<file path="config.mk">
export PLATFORM = sky130hd
export DESIGN_NAME = imem_arbiter
export DESIGN_NICKNAME = d
export VERILOG_FILES = /design/src/rtl/imem_arb_pkg.sv /design/src/rtl/imem_arb_pick.sv /design/src/rtl/imem_arbiter.sv
export SDC_FILE = /design/constraint.sdc
export NUM_CORES = 1
export LEC_CHECK = 0
export ABC_CLOCK_PERIOD_IN_PS = 2900
export CORE_AREA = 2 2 106 108
export CTS_BUF_LIST = sky130_fd_sc_hd__clkbuf_4
export CTS_CLUSTER_SIZE = 12
export DETAILED_ROUTE_END_ITERATION = 10
export DIE_AREA = 0 0 108 110
export GPL_ROUTABILITY_DRIVEN = 0
export GPL_TIMING_DRIVEN = 0
export PLACE_DENSITY_LB_ADDON = 0.1
export SETUP_SLACK_MARGIN = 0.15
export SYNTH_ARGS = -nofsm -noshare
export SYNTH_HDL_FRONTEND = slang
export SYNTH_SLANG_ARGS = --single-unit
</file>
<file path="constraint.sdc">
create_clock -name clk_i -period 2.9 [get_ports clk_i]
set_input_delay 0.29 -clock clk_i [delete_from_list [all_inputs] [get_ports clk_i]]
set_output_delay 0.29 -clock clk_i [all_outputs]
set_load 0.05 [all_outputs]
</file>
<file path="src/rtl/imem_arb_pkg.sv">
// Shared types and defaults for the instruction-SRAM arbiter.
// Build option: IMEM_ARB_RR_EN selects round-robin tie breaking; see imem_arb_pick.
package imem_arb_pkg;

   localparam int unsigned DEF_ADDR_W = 6;

   typedef enum logic {
      S_ARB  = 1'b0,
      S_LOCK = 1'b1
   } state_e;

   typedef enum logic [1:0] {
      NONE  = 2'd0,
      FETCH = 2'd1,
      LDR   = 2'd2
   } owner_e;

endpackage

</file>
<file path="src/rtl/imem_arb_pick.sv">
// Two-way grant logic for the instruction-SRAM arbiter.
// Define IMEM_ARB_RR_EN for round-robin ties; otherwise the loader always wins a tie.
module imem_arb_pick
   import imem_arb_pkg::*;
(
   input  logic   fetch_v_i,
   input  logic   ldr_v_i,
   input  owner_e last_grant_i,
   output owner_e grant_o
);

`ifndef IMEM_ARB_RR_EN
   logic last_grant_unused;
   assign last_grant_unused = ^last_grant_i;
`endif

   // NOTE: grant_o gets its default before any branch so no latch is inferred.
   always_comb begin
      grant_o = NONE;
      if (fetch_v_i && ldr_v_i) begin
`ifdef IMEM_ARB_RR_EN
         grant_o = (last_grant_i == LDR) ? FETCH : LDR;
`else
         grant_o = LDR;
`endif
      end else if (ldr_v_i) begin
         grant_o = LDR;
      end else if (fetch_v_i) begin
         grant_o = FETCH;
      end
   end

endmodule

</file>
<file path="src/rtl/imem_arbiter.sv">
// Shares one single-port instruction SRAM between core fetch and a loader/debug port.
// Build option: IMEM_ARB_RR_EN (round-robin ties); default build gives the loader priority.
module imem_arbiter
   import imem_arb_pkg::*;
#(
   parameter int unsigned ADDR_W = DEF_ADDR_W
) (
   input  logic              clk_i,
   input  logic              rst_ni,
   input  logic              fetch_req_valid_i,
   output logic              fetch_req_ready_o,
   input  logic [31:0]       fetch_req_addr_i,
   input  logic              fetch_flush_i,
   output logic              fetch_rsp_valid_o,
   output logic [31:0]       fetch_rsp_addr_o,
   output logic [31:0]       fetch_rsp_data_o,
   input  logic              ldr_req_valid_i,
   output logic              ldr_req_ready_o,
   input  logic              ldr_req_we_i,
   input  logic [31:0]       ldr_req_addr_i,
   input  logic [31:0]       ldr_req_wdata_i,
   input  logic              ldr_lock_i,
   output logic              ldr_rsp_valid_o,
   output logic [31:0]       ldr_rsp_data_o,
   output logic              mem_en_o,
   output logic              mem_we_o,
   output logic [ADDR_W-1:0] mem_addr_o,
   output logic [31:0]       mem_wdata_o,
   input  logic [31:0]       mem_rdata_i
);

   state_e      state_q, state_d;
   owner_e      last_grant_q, last_grant_d;
   owner_e      grant;
   logic        fetch_pend_q, fetch_pend_d;
   logic        ldr_pend_q, ldr_pend_d;
   logic [31:0] fetch_addr_q, fetch_addr_d;
   logic        fetch_cand;
   logic        ldr_cand;
   logic        ldr_addr_unused;

   // A lock request stops new fetch issue so back-to-back fetches can never starve the lock.
   assign fetch_cand = rst_ni & fetch_req_valid_i & ~fetch_flush_i & ~ldr_lock_i
                       & (state_q == S_ARB);
   assign ldr_cand   = rst_ni & ldr_req_valid_i;

   assign ldr_addr_unused = ^{ldr_req_addr_i[31:ADDR_W+2], ldr_req_addr_i[1:0]};

   imem_arb_pick u_pick (
      .fetch_v_i    (fetch_cand),
      .ldr_v_i      (ldr_cand),
      .last_grant_i (last_grant_q),
      .grant_o      (grant)
   );

   always_comb begin
      state_d           = state_q;
      last_grant_d      = last_grant_q;
      fetch_pend_d      = 1'b0;
      ldr_pend_d        = 1'b0;
      fetch_addr_d      = fetch_addr_q;
      fetch_req_ready_o = 1'b0;
      ldr_req_ready_o   = 1'b0;
      mem_en_o          = 1'b0;
      mem_we_o          = 1'b0;
      mem_addr_o        = '0;
      mem_wdata_o       = '0;

      case (state_q)
         S_ARB:   if (ldr_lock_i && !fetch_pend_q) state_d = S_LOCK;
         S_LOCK:  if (!ldr_lock_i) state_d = S_ARB;
         default: state_d = S_ARB;
      endcase

      case (grant)
         FETCH: begin
            fetch_req_ready_o = 1'b1;
            mem_en_o          = 1'b1;
            mem_addr_o        = fetch_req_addr_i[ADDR_W+1:2];
            fetch_pend_d      = 1'b1;
            fetch_addr_d      = fetch_req_addr_i;
            last_grant_d      = FETCH;
         end
         LDR: begin
            ldr_req_ready_o = 1'b1;
            mem_en_o        = 1'b1;
            mem_we_o        = ldr_req_we_i;
            mem_addr_o      = ldr_req_addr_i[ADDR_W+1:2];
            mem_wdata_o     = ldr_req_we_i ? ldr_req_wdata_i : '0;
            ldr_pend_d      = ~ldr_req_we_i;
            last_grant_d    = LDR;
         end
         default: ;
      endcase
   end

   // Flush kills the response arriving now; no fetch issues under flush, so none arrives next cycle.
   assign fetch_rsp_valid_o = fetch_pend_q & ~fetch_flush_i;
   assign fetch_rsp_addr_o  = fetch_rsp_valid_o ? fetch_addr_q : '0;
   assign fetch_rsp_data_o  = fetch_rsp_valid_o ? mem_rdata_i : '0;
   assign ldr_rsp_valid_o   = ldr_pend_q;
   assign ldr_rsp_data_o    = ldr_pend_q ? mem_rdata_i : '0;

   // NOTE: non-blocking assignments so every flop samples the pre-edge value of its _d.
   always_ff @(posedge clk_i or negedge rst_ni) begin
      if (!rst_ni) begin
         state_q      <= S_ARB;
         last_grant_q <= FETCH;
         fetch_pend_q <= 1'b0;
         ldr_pend_q   <= 1'b0;
         fetch_addr_q <= '0;
      end else begin
         state_q      <= state_d;
         last_grant_q <= last_grant_d;
         fetch_pend_q <= fetch_pend_d;
         ldr_pend_q   <= ldr_pend_d;
         fetch_addr_q <= fetch_addr_d;
      end
   end

endmodule

</file>
; ---- Word-level counts from Yosys, hierarchy flattened
; Index checks and enable logic that the tools add are counted.
[word_totals]
output_inout_bits = 140
in_bits = 135
wordCells = 37
register_bits = 35
[op_classes]
reduce_logical = 4
n_eq_ne = 2
mux = 17
bitwise = 10
[op_table]
columns = cell, n
row1 = 32-bit two-way mux, 5
row2 = 6-bit one-hot mux with 2 select lines, 1
row3 = 1-bit two-way mux, 8
row4 = 1-bit bitwise AND, 6
row5 = 2-bit two-way mux, 2
row6 = 1-bit NOT, 4
row7 = 2-bit by 1-bit == test with 1-bit output (second input constant), 1
row8 = 2-bit == test (second input constant), 1
row9 = 1-bit logical AND, 2
row10 = 1-bit one-hot mux with 2 select lines, 1
row11 = 2-bit OR reduction, 1
row12 = 1-bit logical NOT, 1

; ---- Longest topological paths before layout
[depth]
ltp_word = 10
mapped_depth = 5
depth_no_buf = 4

; ---- Hierarchy
; From an unflattened synthesis, not the netlist that was laid out.
[unflattened]
hier_cells = 261
area_unflattened_um2 = 2413.6
[by_module_without_submodules]
columns = module, cells_per_inst, seq_area_each_um2, instances, area_per_inst_um2
row1 = imem_arbiter, 259, 927.1, 1, 2403.6
row2 = imem_arb_pick, 2, 0.0, 1, 10.0

; ---- Least setup slack after synthesis
; Ideal clock, no wire load.
[synth_path]
path_type = reg-to-output
startpoint = register state_q
endpoint = output port mem_addr_o[0]
n_path_buf = 1
path_stages_with_launch = 6
required_time_ns = 2.610
path_slack_ns = 0.986
t_arrival_ns = 1.624
path_cell_list = dfrtp_1 -> nor4b_4 -> nand3b_4 -> clkinv_4 -> buf_6 -> a22o_1
[synth_between]
elab_chain_len = 7
word_cells_on_any_way = 9
cone_classes = 2 x eq/ne / 4 x mux / 2 x bitwise / 1 x reduce/logical
[synth_lines]
columns = item, line
row1 = start: declaration, imem_arbiter.sv:32  ; state_e state_q, state_d;
row2 = start signal: assignment, imem_arbiter.sv:113  ; state_q <= state_d;
row3 = 1-bit NOT (*), --
row4 = 1-bit bitwise AND (*), imem_arbiter.sv:44  ; & (state_q == S_ARB);
row5 = 1-bit two-way mux, imem_arb_pick.sv:28  ; end else if (fetch_v_i) begin
row6 = 2-bit two-way mux, imem_arb_pick.sv:26  ; end else if (ldr_v_i) begin
row7 = 2-bit two-way mux (*), imem_arb_pick.sv:20  ; if (fetch_v_i && ldr_v_i) begin
row8 = 2-bit == test / 2-bit by 1-bit == test with 1-bit output (equally long branches), imem_arbiter.sv:75  ; case (grant)
row9 = 6-bit one-hot mux with 2 select lines (*), imem_arbiter.sv:75
row10 = end: declaration, imem_arbiter.sv:27  ; output logic [ADDR_W-1:0] mem_addr_o,
; Mark *: on every way between the ends. The rest lies on a longest branch, timed or not.

; ---- Worst setup path in the final report
[layout_path]
startpoint = input port ldr_req_valid_i
endpoint = output port mem_wdata_o[25]
[layout_between]
elab_chain_len = 5
word_cells_on_any_way = 6
cone_classes = 1 x eq/ne / 3 x mux / 1 x bitwise / 1 x reduce/logical
[layout_lines]
columns = item, line
row1 = start: declaration, imem_arbiter.sv:17  ; input logic ldr_req_valid_i,
row2 = 1-bit bitwise AND (*), imem_arbiter.sv:45  ; assign ldr_cand = rst_ni & ldr_req_valid_i;
row3 = 2-bit two-way mux / 1-bit logical AND (equally long branches), "imem_arb_pick.sv:26, imem_arb_pick.sv:20"
row4 = 2-bit two-way mux (*), imem_arb_pick.sv:20
row5 = 2-bit == test (*), imem_arbiter.sv:75
row6 = 32-bit two-way mux (*), imem_arbiter.sv:75
row7 = end: declaration, imem_arbiter.sv:28  ; output logic [31:0] mem_wdata_o,
; Marks and branches as above.

==> impl_metrics.ini <==
[status]
status = finished, violations left
violations = negative hold slack

[timing]
fmaxAchievable_mhz = 375
max_slew_margin_pct = 62.5
slew_violations = 0
period_share_pct = 92.0
final-hold-violation-count = 1
hold_slack_ns = -0.000513
worstMarginPinSlew_ns = 0.561
rsz0062_at_grt = false
finalSetupTns_ns = 0
setup_viol = 0
fin_ws_ns = 0.232
finClkSkew_ns = 0.0226
period_needed_ns = 2.67

[power_and_ir_drop]
pwr-share-comb_pct = 32.0
switchingPower_mw = 0.420
intPower_mw = 1.01
p_leak_nw = 2.84
finalPower_mw = 1.43
cellPowerDensity_mw_per_mm2 = 283
seqPwrFrac_pct = 42.8
swShare_pct = 29.4
vdd_ir_drop_max_mv = 0.237
p_clk_share_pct = 25.2

[die]
rows = 38
io_pins = 275
initial_utilization_pct = 21.2
coreArea_mm2 = 0.0107
dieArea_mm2 = 0.0119
die_x_um = 108
die_h_um = 110

[place]
hpwl_um = 7370
placed_cell_area_mm2 = 0.00494
place_ws_ns = -0.158
port-buffer-count = 248

[yosys]
synthAdderAreaFrac_pct = 0
synthSimpleGateAreaFrac_pct = 38.3
syn-num-nets = 363
postSynthCellCount = 228
yosysTopAreaCell = dfrtp_1
yosysSeqAreaShare_pct = 38.5
synth_xor_area_share_pct = 0
synthMuxAreaShare_pct = 15.9
yosysWarnings = 0
synth_top_family_by_area = simple AND/OR/NAND/NOR gates
synth-compound-area-share_pct = 2.97
synth_top_area_share_pct = 38.5
ys_types = 15
synthTopCellsByArea = dfrtp_1, and2_1, mux2_1
syn_avg_cell_area_um2 = 9.97
synth_area_mm2 = 0.00227
ys_ff_latch = 35

[routing]
vias = 2515
wirelength_um = 8990
dr.pass1.iters = 4
ant_nets = 0
wl_per_cell_um = 14.3
via_per_inst = 4.01
drt_iter0_markers = 31
drc_errors = 0

[setup_path]
cp_common_cell = clkdlybuf4s50_1
cp_slowest_stage_delay_ns = 0.80
startpoint_type = input port
endpoint_kind = primary output
crit_required_ns = 2.61
path_cells = clkdlybuf4s50_1 -> and3_1 -> clkbuf_1 -> and2_1 -> clkdlybuf4s50_1
crit_slowest_cell = clkdlybuf4s50_1
critical_path_class = in -> out
reg2reg_slack_ns = 1.24
critPathMaxFanout = 10
worstPathArrival_ns = 2.38
rr_worst_depth = 5

[finish]
multi_input_area_mm2 = 0.00130
final_common_cell = clkdlybuf4s50_1
final.fill_count = 1069
regArea_um2 = 876
final_cell_mix = clkdlybuf4s50_1, and2_1, dlygate4sd2_1
drive_gt1_share_pct = 5.34
final_nets = 621
fin_area_mm2 = 0.00506
area_growth_syn_to_layout_pct = 123
n_antenna_cell = 0

[clocking]
ctsLongestPathBuffers = 2
cts_root_buf = clkbuf_4
h-tree-depth = 2
post_cts_buffers = 0
cts_inserted_buffers = 5
cts_tree = done
clock-sinks = 35
worst_skew_pair.late_latency_ns = 0.35
clk_pin_slew_worst_paths_ns = 0.13

[global_routing]
grt_pass1_vias = 2397
grt_util_all_layers_pct = 13.7
antenna_found_initial = 0
grt_max_degree = 32
grt_first_pass_wirelength_um = 12800
grt_overflow = 0

[worst_hold_path]
hold_path.class = in -> async

[job]
cap_violations = 0
[Yosys cell counts (all sizes together)]
cell,count
mux2,32
nor2b,2
and3,1
nand3b,1
a22o,6
a21boi,1
o21a,1
dfrtp,35
and2,129
buf,3
inv,1
nor4b,1
clkinv,1
clkbuf,14
[power groups by stage]
stage | registers, mW | logic, mW | clock network [mW]
6_report | 0.612 | 0.458 | 0.360
5_1_grt | 0.626 | 0.490 | 0.401
4_1_cts | 0.613 | 0.466 | 0.376
3_5_place_dp | 0.623 | 0.464 | 0
3_3_place_gp | 0.619 | 0.455 | 0
2_1_floorplan | 0.612 | 0.219 | 0
[sequential cells by signal (all words and copies together) (netlist names)]
signal and flops:
fetch_pend_q 1, ldr_rsp_valid_o 1, fetch_addr_q 32, state_q 1
[path summary, 6_finish.rpt]
check                                 from          endpoint
setup / recovery           ldr_req_valid_i   mem_wdata_o[25]
hold / removal                      rst_ni  fetch_addr_q[22]
setup reg to reg                   state_q   fetch_addr_q[3]
hold reg to reg               fetch_pend_q           state_q
max in group asynchronous           rst_ni  fetch_addr_q[17]
min in group clk_i            fetch_pend_q           state_q
[metal layers]
metal | wire [um] | vias to the layer above | global-route usage [%]
met5 | 0 | - | 0
met4 | 42 | 0 | 1.65
met3 | 909 | 5 | 4.41
met2 | 4690 | 125 | 25.2
met1 | 3350 | 1146 | 16.1
li1 | - | 1239 | -
[cells by family after synthesis]
kind of cell / count (synthesis)
mux: 32
simple gates: 134
flops: 35
buf+inv: 19
compound gates: 8
[critical path: cells and delay by family]
family / cells / cell delay, ns
and+or+nand+nor: 2 / 0.46
buffers and inverters: 3 / 1.63
[stage by stage]
step	cells	hold WS, ns	util [%]
CTS	627	0.00837	46.6
floorplan	228	-0.00559	-
finish	627	-0.000513	47.3
global route	627	0.00110	47.3
detailed placement	617	0.126	46.2
global placement	616	0.446	46.1
[timing repair]
action | in CTS | in global routing
hold buffers | 2 | 0
setup endpoints to repair | 56 | 29
gates resized for setup | 56 | 29
hold endpoints to repair | 35 | 0
[cell type report]
cell class	count	area share, %
Tap cell	140	3.46
Clock inverter	3	0.841
Timing Repair Buffer	251	50.0
Buffer	17	1.73
Inverter	2	0.247
Multi-Input combinational cell	174	25.6
Clock buffer	5	0.742
Sequential cell	35	17.3
Power figures use the tool's default switching activity.
